[src/rtl/pixel_line_capture_pkg.sv]
// rtl/pixel_line_capture_pkg.sv - line geometry and write-FSM encoding shared with the pupil detector
package pixel_line_capture_pkg;

    localparam int MAX_RESOLUTION = 112;
    localparam int NUM_LINES      = 112;
    localparam int PIXEL_W        = 8;
    localparam int LINE_W         = MAX_RESOLUTION * PIXEL_W;
    localparam int CNT_W          = 8;

    typedef enum logic [1:0] {
        ST_IDLE    = 2'd0,
        ST_FILL    = 2'd1,
        ST_DISCARD = 2'd2,
        ST_DONE    = 2'd3
    } wr_state_e;

endpackage

[src/rtl/pixel_line_capture_line_bank.sv]
// rtl/pixel_line_capture_line_bank.sv - one full-width line register with full flag and row tag
module line_bank
    import pixel_line_capture_pkg::*;
(
    input  logic               clock,
    input  logic               reset,
    input  logic               clear,
    input  logic               wr_en,
    input  logic [CNT_W-1:0]   wr_idx,
    input  logic [PIXEL_W-1:0] wr_data,
    input  logic               set_full,
    input  logic [CNT_W-1:0]   set_tag,
    input  logic               rd_done,
    output logic [LINE_W-1:0]  rd_line,
    output logic               full,
    output logic [CNT_W-1:0]   tag
);

    always_ff @(posedge clock or negedge reset) begin
        if (!reset) begin
            rd_line <= '0;
        end else if (wr_en) begin
            for (int k = 0; k < MAX_RESOLUTION; k++) begin
                if (wr_idx == CNT_W'(k)) begin
                    rd_line[k*PIXEL_W +: PIXEL_W] <= wr_data;
                end
            end
        end
    end

    // set_full only targets an empty bank and rd_done only a full one, so they never collide
    always_ff @(posedge clock or negedge reset) begin
        if (!reset) begin
            full <= 1'b0;
            tag  <= '0;
        end else if (clear) begin
            full <= 1'b0;
        end else if (set_full) begin
            full <= 1'b1;
            tag  <= set_tag;
        end else if (rd_done) begin
            full <= 1'b0;
        end
    end

endmodule

[src/rtl/pixel_line_capture.sv]
// rtl/pixel_line_capture.sv - packs the pixel stream into ping-pong line banks with valid/ack delivery
module pixel_line_capture
    import pixel_line_capture_pkg::*;
(
    input  logic               clock,
    input  logic               reset,
    input  logic               frame_start,
    input  logic               pixel_valid,
    input  logic [PIXEL_W-1:0] pixel_data,
    output logic [LINE_W-1:0]  line_out,
    output logic               line_valid,
    input  logic               line_ack,
    output logic [CNT_W-1:0]   line_index,
    output logic               frame_capture_done,
    output logic               overflow
);

    wr_state_e         state, next_state;
    logic [CNT_W-1:0]  pixel_cnt, row_cnt, wr_idx;
    logic              wr_sel, rd_sel;
    logic [1:0]        bank_full, bank_wr_en, bank_set_full, bank_rd_done;
    logic [LINE_W-1:0] bank_line [2];
    logic [CNT_W-1:0]  bank_tag  [2];
    logic              capturing, line_end, last_row, xfer;

    assign capturing = (state == ST_FILL) || (state == ST_DISCARD);
    assign line_end  = capturing && pixel_valid && (pixel_cnt == CNT_W'(MAX_RESOLUTION - 1));
    assign last_row  = (row_cnt == CNT_W'(NUM_LINES - 1));
    assign xfer      = line_valid && line_ack;

    always_ff @(posedge clock or negedge reset) begin
        if (!reset) state <= ST_IDLE;
        else        state <= next_state;
    end

    // Banks fill strictly alternately, so wr_sel always names the next bank to write
    // and the FULL check uses the registered flag: a bank freed this edge is not yet usable.
    always_comb begin
        next_state = state;
        if (frame_start) begin
            next_state = ST_FILL;
        end else if (line_end) begin
            if (last_row)               next_state = ST_DONE;
            else if (state == ST_FILL)  next_state = bank_full[!wr_sel] ? ST_DISCARD : ST_FILL;
            else                        next_state = bank_full[wr_sel]  ? ST_DISCARD : ST_FILL;
        end
    end

    always_comb begin
        bank_wr_en    = '0;
        bank_set_full = '0;
        bank_rd_done  = '0;
        wr_idx        = pixel_cnt;
        if (frame_start) begin
            wr_idx        = '0;
            bank_wr_en[0] = pixel_valid;
        end else begin
            if (state == ST_FILL && pixel_valid) begin
                bank_wr_en[wr_sel]    = 1'b1;
                bank_set_full[wr_sel] = line_end;
            end
            if (xfer) bank_rd_done[rd_sel] = 1'b1;
        end
    end

    always_ff @(posedge clock or negedge reset) begin
        if (!reset) begin
            pixel_cnt          <= '0;
            row_cnt            <= '0;
            wr_sel             <= 1'b0;
            rd_sel             <= 1'b0;
            line_valid         <= 1'b0;
            frame_capture_done <= 1'b0;
            overflow           <= 1'b0;
        end else if (frame_start) begin
            pixel_cnt          <= pixel_valid ? CNT_W'(1) : '0;
            row_cnt            <= '0;
            wr_sel             <= 1'b0;
            rd_sel             <= 1'b0;
            line_valid         <= 1'b0;
            frame_capture_done <= 1'b0;
            overflow           <= 1'b0;
        end else begin
            if (capturing && pixel_valid) begin
                if (line_end) begin
                    pixel_cnt <= '0;
                    row_cnt   <= row_cnt + CNT_W'(1);
                end else begin
                    pixel_cnt <= pixel_cnt + CNT_W'(1);
                end
            end
            if (state == ST_FILL && line_end) wr_sel <= !wr_sel;
            if (next_state == ST_DISCARD && state != ST_DISCARD) overflow <= 1'b1;
            if (xfer) rd_sel <= !rd_sel;
            // head of the in-order queue: after a transfer the other bank takes over
            line_valid <= xfer ? bank_full[!rd_sel] : bank_full[rd_sel];
            if (state == ST_DONE && bank_full == 2'b00) frame_capture_done <= 1'b1;
        end
    end

    for (genvar b = 0; b < 2; b++) begin : g_bank
        line_bank u_bank (
            .clock    (clock),
            .reset    (reset),
            .clear    (frame_start),
            .wr_en    (bank_wr_en[b]),
            .wr_idx   (wr_idx),
            .wr_data  (pixel_data),
            .set_full (bank_set_full[b]),
            .set_tag  (row_cnt),
            .rd_done  (bank_rd_done[b]),
            .rd_line  (bank_line[b]),
            .full     (bank_full[b]),
            .tag      (bank_tag[b])
        );
    end

    assign line_out   = line_valid ? bank_line[rd_sel] : '0;
    assign line_index = line_valid ? bank_tag[rd_sel]  : '0;

endmodule

[config.mk]
export PLATFORM = sky130hd
export DESIGN_NAME = pixel_line_capture
export DESIGN_NICKNAME = d
export VERILOG_FILES = /design/src/rtl/pixel_line_capture_pkg.sv /design/src/rtl/pixel_line_capture_line_bank.sv /design/src/rtl/pixel_line_capture.sv
export SDC_FILE = /design/constraint.sdc
export NUM_CORES = 2
export LEC_CHECK = 0
export CAP_MARGIN = 20
export CELL_PAD_IN_SITES_DETAIL_PLACEMENT = 2
export CELL_PAD_IN_SITES_GLOBAL_PLACEMENT = 2
export CORE_UTILIZATION = 43
export DETAILED_ROUTE_END_ITERATION = 6
export GPL_ROUTABILITY_DRIVEN = 0
export GPL_TIMING_DRIVEN = 0
export PLACE_DENSITY_LB_ADDON = 0.25
export SYNTH_ARGS = -nofsm -noshare
export SYNTH_HDL_FRONTEND = slang
export SYNTH_SLANG_ARGS = --single-unit
[constraint.sdc]
create_clock -name clock -period 4.1 [get_ports clock]
set_clock_uncertainty 0.2 [all_clocks]
set_input_delay 0.82 -clock clock [delete_from_list [all_inputs] [get_ports clock]]
set_output_delay 0.82 -clock clock [all_outputs]
set_load 0.05 [all_outputs]
==> results.toml <==
[status]
run_status = "complete, but fails checks"
violations = "negative setup slack"

[power_and_ir_drop]
p_seq_share_pct = 46.9
net-switching-power_uw = 9780
p_int_uw = 29300
finalPower_uw = 39000
switching_share_pct = 25.1
pwr-share-comb_pct = 4.2
peakVddDrop_mv = 0.326
leakage_uw = 0.0482
power_density_nw_per_um2 = 364
clkPwrFrac_pct = 48.9

[global_routing]
grt_remaining_overflow = 0
grt_pass1_vias = 69182
grt_usage_pct = 38.5
antenna_found_initial = 43
grt_pass1_wl_microns = 555000
grt_max_degree = 180

[die]
die_y_microns = 450
die_w_microns = 450
rows = 163
start_util_pct = 43.4
ios = 920
dieArea_sq_um = 202000
fp.coreArea_sq_um = 198000

[hold_path]
hold_path.class = "input pin to register"

[worst_setup_path]
critPathRequiredTime_ns = 3.08
cp.arrival_ns = 3.18
endpoint_kind = "output pin"
critPathKind = "register to output pin"
path_max_fanout = 10
start_kind = "register"

[synth]
yosys.cell_types.count = 58
netlist_instances = 6318
yosysSeqAreaShare_pct = 53.3
muxShareOfSynthArea_pct = 34.2
syn_area_sq_um = 86100
synth-simple-area-share_pct = 9.85
avgSynthCellArea_sq_um = 13.6
synth-xor-area-share_pct = 0.112
yosys_most_used_dff = "dfrtp_1"
synth_commonest_cells = "1833 x dfrtp_1, 1808 x mux2_2, 912 x nor2b_1"
synth_most_common_cell = "dfrtp_1"
synth_nets = 6336
synthAdderAreaFrac_pct = 0.0726
synthTopCellsByArea = "dfrtp_1 53%, mux2_2 24%, mux2i_1 11%"
synth_compound_area_share_pct = 0.211
synth_edf_count = 0
synth_top_area_cell = "dfrtp_1"
synth-async-reset-ratio_pct = 100
synth_top_family_by_area = "multiplexers"
yosys_warnings = 0
synth_seq_cells = 1833
yosys.area.top_type_share_pct = 53.3

[route]
vias = 60648
via_per_inst = 5.91
wirelength_microns = 396000
drtAntennaViolNets = 0
drtIter0Drc = 4200
wire_per_inst_microns = 38.6
drc_errors = 0
dr.pass1.iters = 5

[timing]
clock.fmax_mhz = 238
maxSlewViolCount = 0
hold_viol = 0
worst_slew_pin_slew_ns = 1.29
hold_ws_ns = 0.0678
setup_ws_ns = -0.0990
setup_viol = 93
period_share_pct = 102
slew_headroom_pct = 13.8
period_minus_slack_ns = 4.20
rsz0062_at_grt = "yes"
fin_tns_setup_ns = -2.14

[clocking]
root_buffer = "clkbuf_16"
clk_path_buf_depth = 3
worstSkewPairLatency_ns = 0.87
cts_buffers = 199
clk_pin_slew_ns = 0.07
cts_tree = "yes"
cts_sinks = 1833
htreeDepth = 4

[job]
maxCapViolCount = 0

[cells_and_area]
fillers = 18125
finalNetCount = 7475
utilization_pct = 54.1
area.growth.synth_to_final_pct = 24.6
drive_above_1_share_pct = 47.1

[placed_design]
portBuffers = 910
dp_hpwl_microns = 252000
==> cell families (layout without fill, tap and decap cells) <==
group,after synthesis,after routing
buf+inv,486,1783
other cells,0,14
xor+xnor,11,11
mux,2715,2715
compound gates,26,26
simple gates,1242,1242
fa+ha+maj,5,5
flops,1833,1833
==> flip-flops by register name (all words and copies together) (netlist names) <==
name / count
g_bank.u_bank.rd_line: 1792
g_bank.u_bank.tag: 16
pixel_cnt: 8
row_cnt: 8
g_bank.u_bank.full: 2
state: 2
frame_capture_done: 1
line_valid: 1
overflow: 1
rd_sel: 1
wr_sel: 1
==> power groups by stage <==
stage / logic, uW / registers [uW] / clock network, uW
floorplan: 459 / 18600 / 0
global placement: 1300 / 18700 / 0
detailed placement: 1560 / 18600 / 0
CTS: 1610 / 18300 / 19000
global route: 1670 / 18300 / 19600
finish: 1650 / 18300 / 19100
==> final timing paths <==
check | end | startpoint | cells past startpoint | slack (ns)
max | line_out[336] | rd_sel | 6 | -0.1
min in group asynchronous | g_bank[1].u_bank.rd_line[553] | reset | 2 | 0.43
max in group asynchronous | g_bank[0].u_bank.rd_line[184] | reset | 5 | 0.27
min reg2reg | g_bank[1].u_bank.rd_line[545] | g_bank[1].u_bank.rd_line[545] | 1 | 0.31
max reg2reg | g_bank[0].u_bank.rd_line[366] | state[1] | 8 | 0.36
min | pixel_cnt[0] | pixel_valid | 3 | 0.07
==> layout by cell type, fill, tap and decap left out, types with 14 or more instances in the layout <==
| cell type | Yosys | routed |
|---|---|---|
| buf_2 | 45 | 162 |
| buf_4 | 21 | 124 |
| buf_6 | 5 | 25 |
| buf_8 | 0 | 16 |
| clkbuf_1 | 336 | 277 |
| clkbuf_16 | 0 | 206 |
| clkbuf_2 | 1 | 116 |
| clkbuf_4 | 0 | 45 |
| clkbuf_8 | 0 | 60 |
| clkdlybuf4s15_1 | 0 | 25 |
| clkdlybuf4s15_2 | 0 | 391 |
| clkdlybuf4s18_2 | 0 | 23 |
| clkinv_2 | 0 | 34 |
| dfrtp_1 | 1833 | 1831 |
| diode_2 | 0 | 14 |
| dlygate4sd2_1 | 0 | 221 |
| mux2_2 | 1808 | 1808 |
| mux2i_1 | 907 | 754 |
| mux2i_2 | 0 | 110 |
| mux2i_4 | 0 | 43 |
| nand2_1 | 35 | 35 |
| nand3_1 | 46 | 46 |
| nor2_1 | 17 | 17 |
| nor2_2 | 68 | 68 |
| nor2b_1 | 912 | 707 |
| nor2b_2 | 0 | 173 |
| nor2b_4 | 0 | 32 |
| nor3_4 | 57 | 57 |
==> layout make-up <==
type / count / area (sq um) / share of cell area, %
Buffer: 478 / 2610 / 2.43
Inverter: 6 / 22.5 / 0.0210
Timing Repair Buffer: 940 / 8920 / 8.31
Antenna cell: 14 / 35.0 / 0.0327
Sequential cell: 1833 / 45900 / 42.8
Clock buffer: 304 / 6010 / 5.60
Clock inverter: 55 / 636 / 0.592
Multi-Input combinational cell: 3999 / 39900 / 37.2
Tap cell: 2640 / 3300 / 3.08
==> repair_timing <==
item,4_1_cts,5_1_grt
endpoints found under the hold margin,129,0
hold buffers,1,0
buffers inserted,2,1
setup endpoints to repair,904,464
gates cloned,0,1
resized for setup,3217,316
==> through the flow <==
step           setup slack, ns  instance area [sq um]  instances
4_1_cts                 -0.146                 107000      10248
3_3_place_gp            -80.33                  98500       9868
6_report               -0.0990                 107000      10269
5_1_grt                 -0.158                 107000      10262
2_1_floorplan            0.744                  86100       6318
3_5_place_dp             -1.70                  99000       9888
==> worst max-delay path, cell delays in order, from the launching register on <==
cell and delay, ns:
dfrtp_2 0.46, buf_8 0.21, clkbuf_4 0.27, clkbuf_8 0.27
mux2i_1 0.51, nor2b_1 0.10, dlygate4sd2_1 0.45
==> per-layer routing <==
metal / vias to the layer above / GRT usage [%] / part of all wire, %
li1: 24234 / - / -
met1: 33029 / 45.4 / 38
met2: 2390 / 62.6 / 48
met3: 985 / 6.67 / 5.1
met4: 10 / 29.9 / 8.6
met5: - / 0 / 0.016
(Power assumes the default switching activity.)
